## src/rtl/dmac_pkg.sv

```systemverilog
// Shared DMAC sizing constants, so the arbiter and the request FIFO
// instantiations agree on word width and queue depth.
package dmac_pkg;

  localparam int DMAC_DATA_SIZE          = 32;
  localparam int DMAC_REQ_FIFO_DEPTH_LG2 = 4;

endpackage

```

## src/rtl/dmac_fifo_mem.sv

```systemverilog
// DEPTH x DATA_SIZE register array: one synchronous write port and one
// asynchronous read port. Contents are never reset.
module dmac_fifo_mem #(
  parameter int DATA_SIZE = 32,
  parameter int DEPTH_LG2 = 4
) (
  input  logic                 clk,
  input  logic                 we_i,
  input  logic [DEPTH_LG2-1:0] waddr_i,
  input  logic [DATA_SIZE-1:0] wdata_i,
  input  logic [DEPTH_LG2-1:0] raddr_i,
  output logic [DATA_SIZE-1:0] rdata_o
);

  localparam int DEPTH = 1 << DEPTH_LG2;

  logic [DATA_SIZE-1:0] mem_q [DEPTH];

  always_ff @(posedge clk) begin
    if (we_i) begin
      mem_q[waddr_i] <= wdata_i;
    end
  end

  assign rdata_o = mem_q[raddr_i];

endmodule

```

## src/rtl/dmac_req_fifo.sv

```systemverilog
// First-word-fall-through request FIFO between the DMAC channel arbiter and
// the AXI request engine; reports occupancy to the DMAC status logic.
module dmac_req_fifo
  import dmac_pkg::*;
#(
  parameter int DATA_SIZE = DMAC_DATA_SIZE,
  parameter int DEPTH_LG2 = DMAC_REQ_FIFO_DEPTH_LG2,
  parameter int AFULL_LVL = 14
) (
  input  logic                 clk,
  input  logic                 rst,
  input  logic                 flush_i,
  input  logic                 wr_valid_i,
  output logic                 wr_ready_o,
  input  logic [DATA_SIZE-1:0] wr_data_i,
  output logic                 rd_valid_o,
  input  logic                 rd_ready_i,
  output logic [DATA_SIZE-1:0] rd_data_o,
  output logic [DEPTH_LG2:0]   cnt_o,
  output logic                 afull_o,
  output logic                 empty_o
);

  localparam int                 PW        = DEPTH_LG2 + 1;
  localparam logic [PW-1:0]      PTR_ONE   = PW'(1);
  localparam logic [PW-1:0]      DEPTH_CNT = PW'(1 << DEPTH_LG2);
  localparam logic [PW-1:0]      AFULL_CNT = PW'(AFULL_LVL);

  logic [PW-1:0] wptr_q, wptr_d;
  logic [PW-1:0] rptr_q, rptr_d;
  logic [PW-1:0] cnt_q,  cnt_d;
  logic          full;
  logic          empty;
  logic          push;
  logic          pop;

  // Handshakes: a word moves on a side only in a cycle where valid and ready
  // are both high at the rising edge; neither ready depends on the other side.
  assign empty      = (wptr_q == rptr_q);
  assign full       = (wptr_q[DEPTH_LG2-1:0] == rptr_q[DEPTH_LG2-1:0]) &&
                      (wptr_q[DEPTH_LG2] != rptr_q[DEPTH_LG2]);
  assign wr_ready_o = !full && !rst && !flush_i;
  assign rd_valid_o = !empty;
  assign push       = wr_valid_i && wr_ready_o;
  assign pop        = rd_valid_o && rd_ready_i;

  always_comb begin
    wptr_d = wptr_q;
    rptr_d = rptr_q;
    cnt_d  = cnt_q;
    if (rst || flush_i) begin
      wptr_d = '0;
      rptr_d = '0;
      cnt_d  = '0;
    end else begin
      if (push) wptr_d = wptr_q + PTR_ONE;
      if (pop)  rptr_d = rptr_q + PTR_ONE;
      case ({push, pop})
        2'b10:   cnt_d = cnt_q + PTR_ONE;
        2'b01:   cnt_d = cnt_q - PTR_ONE;
        default: cnt_d = cnt_q;
      endcase
    end
  end

  always_ff @(posedge clk) begin
    wptr_q <= wptr_d;
    rptr_q <= rptr_d;
    cnt_q  <= cnt_d;
  end

  dmac_fifo_mem #(
    .DATA_SIZE (DATA_SIZE),
    .DEPTH_LG2 (DEPTH_LG2)
  ) u_mem (
    .clk     (clk),
    .we_i    (push),
    .waddr_i (wptr_q[DEPTH_LG2-1:0]),
    .wdata_i (wr_data_i),
    .raddr_i (rptr_q[DEPTH_LG2-1:0]),
    .rdata_o (rd_data_o)
  );

  assign cnt_o   = cnt_q;
  assign afull_o = (cnt_q >= AFULL_CNT);
  assign empty_o = (cnt_q == '0);

  a_no_push_full: assert property (@(posedge clk) disable iff (rst) !(push && full));
  a_no_pop_empty: assert property (@(posedge clk) disable iff (rst) !(pop && empty));
  a_cnt_range:    assert property (@(posedge clk) disable iff (rst) cnt_q <= DEPTH_CNT);
  a_cnt_ptrs:     assert property (@(posedge clk) disable iff (rst) cnt_q == (wptr_q - rptr_q));

endmodule

```

## config.mk

```make
export PLATFORM = sky130hd
export DESIGN_NAME = dmac_req_fifo
export DESIGN_NICKNAME = d
export VERILOG_FILES = /design/src/rtl/dmac_pkg.sv /design/src/rtl/dmac_fifo_mem.sv /design/src/rtl/dmac_req_fifo.sv
export SDC_FILE = /design/constraint.sdc
export NUM_CORES = 1
export LEC_CHECK = 0
export ABC_AREA = 1
export BUFFER_PORTS_ARGS = -buffer_cell sky130_fd_sc_hd__buf_2
export CORE_MARGIN = 2
export CORE_UTILIZATION = 28
export DETAILED_ROUTE_END_ITERATION = 7
export GPL_ROUTABILITY_DRIVEN = 1
export PLACE_DENSITY = 0.44
export SETUP_SLACK_MARGIN = 0.2
export SKIP_CTS_REPAIR_TIMING = 1
export SLEW_MARGIN = 20
export SYNTH_ARGS = -nofsm -noshare
export SYNTH_HDL_FRONTEND = slang
export SYNTH_SLANG_ARGS = --single-unit
export TNS_END_PERCENT = 30
```

## constraint.sdc

```tcl
create_clock -name clk -period 6.5 [get_ports clk]
set_input_delay 0.65 -clock clk [delete_from_list [all_inputs] [get_ports clk]]
set_output_delay 0.65 -clock clk [all_outputs]
set_load 0.005 [all_outputs]
```

# Word-level counts from Yosys, hierarchy flattened
# Memory sizes are Yosys's and may differ from the RTL's. A register that Yosys moved wholly into a read port is not among the register bits.
# Index checks and enable logic that the tools add are counted.
# totals
ramBits	512
mem_count	1
wordCells	31
register_bits	15
# classes
muxes	5
reduce_logical	12
magnitude_cmp	1
addsub	4
n_eq_ne	5
# mem_list
name	depth	word_bits	rd	rd_clocked_by_memory_dff	wr	line	rtl
u_mem.mem_q	16	32	1	1	1	dmac_fifo_mem.sv:17	logic [DATA_SIZE-1:0] mem_q [DEPTH];
# op_table
op	count
5-bit by 1-bit adder with 5-bit output, second input constant	3
5-bit one-hot mux with 2 select lines	1
4-bit two-way mux	2
5-bit == test	1
5-bit by 4-bit >= comparator with 1-bit output, second input constant	1
1-bit logical AND	5
5-bit zero test	1
5-bit by 1-bit subtractor with 5-bit output, second input constant	1
4-bit == test	1
1-bit zero test	4
2-bit by 1-bit == test with 1-bit output, second input constant	1
2-bit == test, second input constant	1
1-bit two-way mux	2
2-bit nonzero test	1
1-bit logical OR	1
1-bit != test	1

# Longest topological paths before layout
# depth
word_depth	8
ltp_mapped	20
mapped_depth_nobuf	18

# By module
# Synthesis repeated with hierarchy kept, for this count alone.
# hier_totals
hier_cells	2222
area_unflattened_um2	23089.6
# modules_own_cells
module	cells_each	seq_area_each_um2	instances	area_per_inst_um2
dmac_fifo_mem	2088	15374.7	1	22089.9
dmac_req_fifo	134	300.3	1	999.7

# Worst setup path after synthesis
# Ideal clock, no wire load.
# synth_timing
path_kind	input port to flip-flop
start	in rst
end	mem u_mem.mem_q[3][0], enable pin
setup_time_ps	461
required_time_ps	6039
arrival_time_ps	3243
path_slack_ps	2796
path_buffers	1
stages	4
cell_sequence	nor2_1 > nand3_1 > buf_4 > nor3_1
# synth_via
elab_chain_len	6
# synth_lines
element	line	rtl
start: declaration	dmac_req_fifo.sv:11	input logic rst,
1-bit zero test	dmac_req_fifo.sv:42	assign wr_ready_o = !full && !rst && !flush_i;
1-bit logical AND (2 in a row)	dmac_req_fifo.sv:42	
1-bit logical AND	dmac_req_fifo.sv:44	assign push = wr_valid_i && wr_ready_o;
1-bit two-way mux	dmac_fifo_mem.sv:20	if (we_i) begin
1-bit two-way mux (implied by the code)	dmac_fifo_mem.sv:21	mem_q[waddr_i] <= wdata_i;
end: declaration	dmac_fifo_mem.sv:17	
# No other way between the ends.

==> flow_summary.toml <==
[status]
status = "completed"

[logic_synthesis]
syn_nets = 1709
synth_compound_area_share_pct = 11.5
synth_area_leaders = "edfxtp_1 (73%), nor2_1 (7.3%), o21ai_0 (6.0%)"
syn_area_mm2 = 0.0212
synth_top_family_by_area = "compound AO/OA/AOI/OAI gates"
yosys.area.top_type = "edfxtp_1"
synth_fa_ha_area_share_pct = 0.473
yosysWarnings = 0
synthSimpleGateAreaFrac_pct = 10.4
ys.flop_type = "edfxtp_1"
synth_cell_types = 28
avgSynthCellArea_um2 = 12.7
yosysTopAreaCellShare_pct = 72.7
synth_mux_area_share_pct = 0
synth_edf_count = 512
synth_seq_cells = 531
yosysSeqAreaShare_pct = 74.5
synthCells = 1664
synth_xor_area_share_pct = 0.414
async_reset_ff_share_pct = 0

[global_route]
overflow = 0
grt_pass1_wl_mm = 87.1
grt_pass1_vias = 13094
use_met1_pct = 21.4
antenna_found_initial = 2
gr-usage-met2_pct = 23.4
grt_use_total_pct = 14.8
top_usage_layer = "met2"
grt_max_degree = 236
grt_util_met3_pct = 2.33

[timing]
relSlewSlack_pct = 25.5
rsz0062_at_grt = "no"
setup_violations = 0
fmax_mhz = 229
worst_pin_slew_ns = 1.12
skew_ns = 0.0267
slew_violations = 0
fin_crit_sh_pct = 67.2
min_period_ns = 4.37
hold_violations = 0
tns_ns = 0

[route]
ant_nets = 0
vias = 13238
drt_wl_total_mm = 58.4
first_iter_violations = 1108
drt-pass1-iter-count = 5
drc = 0
routedWlPerCell_um = 21.3
via_per_inst = 4.84

[finish]
drive_gt1_share_pct = 11.6
multiInputGateArea_mm2 = 0.00494
layout_commonest_cell = "edfxtp_1"
nets = 1767
layout_common_cells = "edfxtp_1 (512), nor2_1 (397), o21ai_0 (254)"
register_area_mm2 = 0.0158
syn2layout_area_growth_pct = 15.8
final_cells = 2736
antenna_cells = 0
fillers = 7388

[floorplanning]
initial_core_util_pct = 28.4
fp.dieW_um = 279
fp-row-count = 100
pin_count = 78
die-area_mm2 = 0.0778
fp.dieH_um = 279
core_mm2 = 0.0746

[pwr]
intPower_mw = 5.51
ir_worst_vdd_v = 0.000176
p_comb_share_pct = 2.3
p_per_area_mw_per_mm2 = 283
finalPower_mw = 6.93
p_leak_nw = 7.74
power_switching_mw = 1.42
p_sw_share_pct = 20.6
clockPowerShare_pct = 43.5
pwr-share-seq_pct = 54.2

[place]
post-place-cells = 2632
gp_congestion = 0.734
port_buffers = 77
dpl.hpwl_mm = 30.5

[clocking]
clockBufferDepth = 3
clk_latency_ns = 0.61
htree_levels = 2
clkTransAtPathRegs_ns = 0.06
cts-root-buf = "clkbuf_16"
cts_tree = "yes"
cts.sinks = 531
cts_made_buffers = 56

[critical_path]
cp.required_ns = 5.85
crit_type = "reg2out"
end_kind = "output port"
arrival_ns = 3.72
cp_max_fo = 106
startpoint_type = "flip-flop"
r2r_slack_ns = 3.05

[run]
maxCapViolations = 0

[min_path]
hold_path_class = "in2reg"
## layer usage
metal / wire length [µm] / share of wire, % / up-vias
met5: 26 / 0.045 / -
met1: 28200 / 48 / 6672
met4: 950 / 1.6 / 4
met3: 2690 / 4.6 / 71
met2: 26500 / 45 / 307
li1: - / - / 6184
## kinds of logic after synthesis
group,Yosys count
AOI/OAI and AO/OA,421
xor gates and xnor gates,10
adders and majority gates,8
buffers and inverters,134
DFF,531
and+or+nand+nor,560
## cell type report
cell class | instances | area share (%)
Sequential cell | 531 | 64.4
Multi-Input combinational cell | 999 | 20.2
Clock buffer | 79 | 6.25
Tap cell | 969 | 4.95
Timing Repair Buffer | 109 | 3.14
Clock inverter | 24 | 0.680
Inverter | 25 | 0.414
## cells in the mapped netlist, types with 2 or more instances
master,n
edfxtp_1,512
nor2_1,410
o21ai_0,254
o211ai_1,128
nand2_1,80
clkbuf_1,63
nand3_1,57
buf_2,30
o21ai_1,27
inv_1,21
dfxtp_1,19
buf_1,11
a21oi_1,10
ha_1,8
xor2_1,7
nand4_1,4
nor3_1,4
buf_4,3
inv_2,3
xnor2_1,3
buf_6,2
nand3b_1,2
## metrics by stage
| stage | cell area, µm² | hold WS (ns) | setup WS (ns) | util, % |
|---|---|---|---|---|
| after floorplan | 21200 | 0.475 | 2.80 | - |
| after global placement | 22600 | 0.493 | 2.75 | 30.3 |
| after detailed placement | 22800 | 0.496 | 2.74 | 30.5 |
| after CTS | 24500 | 0.342 | 2.08 | 32.8 |
| after global routing | 24500 | 0.370 | 1.89 | 32.8 |
| final | 24500 | 0.374 | 2.13 | 32.8 |
## worst paths after layout
kind,end,cells past startpoint,from
worst max register to register,u_mem.mem_q[14][11],9,wptr_q[2]
worst min register to register,rptr_q[4],2,rptr_q[4]
worst max-delay path,rd_data_o[31],7,flip-flop
worst min-delay path,rptr_q[4],3,rd_ready_i
## sequential cells by signal, summed over array words and instances (netlist names), named ones only
name         cells
u_mem.mem_q    512
cnt_o            5
rptr_q           5
wptr_q           5
## worst max-delay path: stages (launching register included)
cell and delay, ns:
dfxtp_4 0.38, buf_4 0.84, buf_4 0.82, o21ai_0 0.22
o211ai_1 0.37, nand3_1 0.15, nand2_1 0.10, buf_2 0.11
## power groups by stage
stage	logic, mW	registers [mW]	clock network (mW)
after floorplan	0.0657	3.83	0
after global placement	0.161	3.83	0
after detailed placement	0.162	3.83	0
after CTS	0.162	3.76	3.10
after global routing	0.178	3.76	3.22
final	0.157	3.76	3.01
Note: power is estimated with default switching activity, not from simulation.
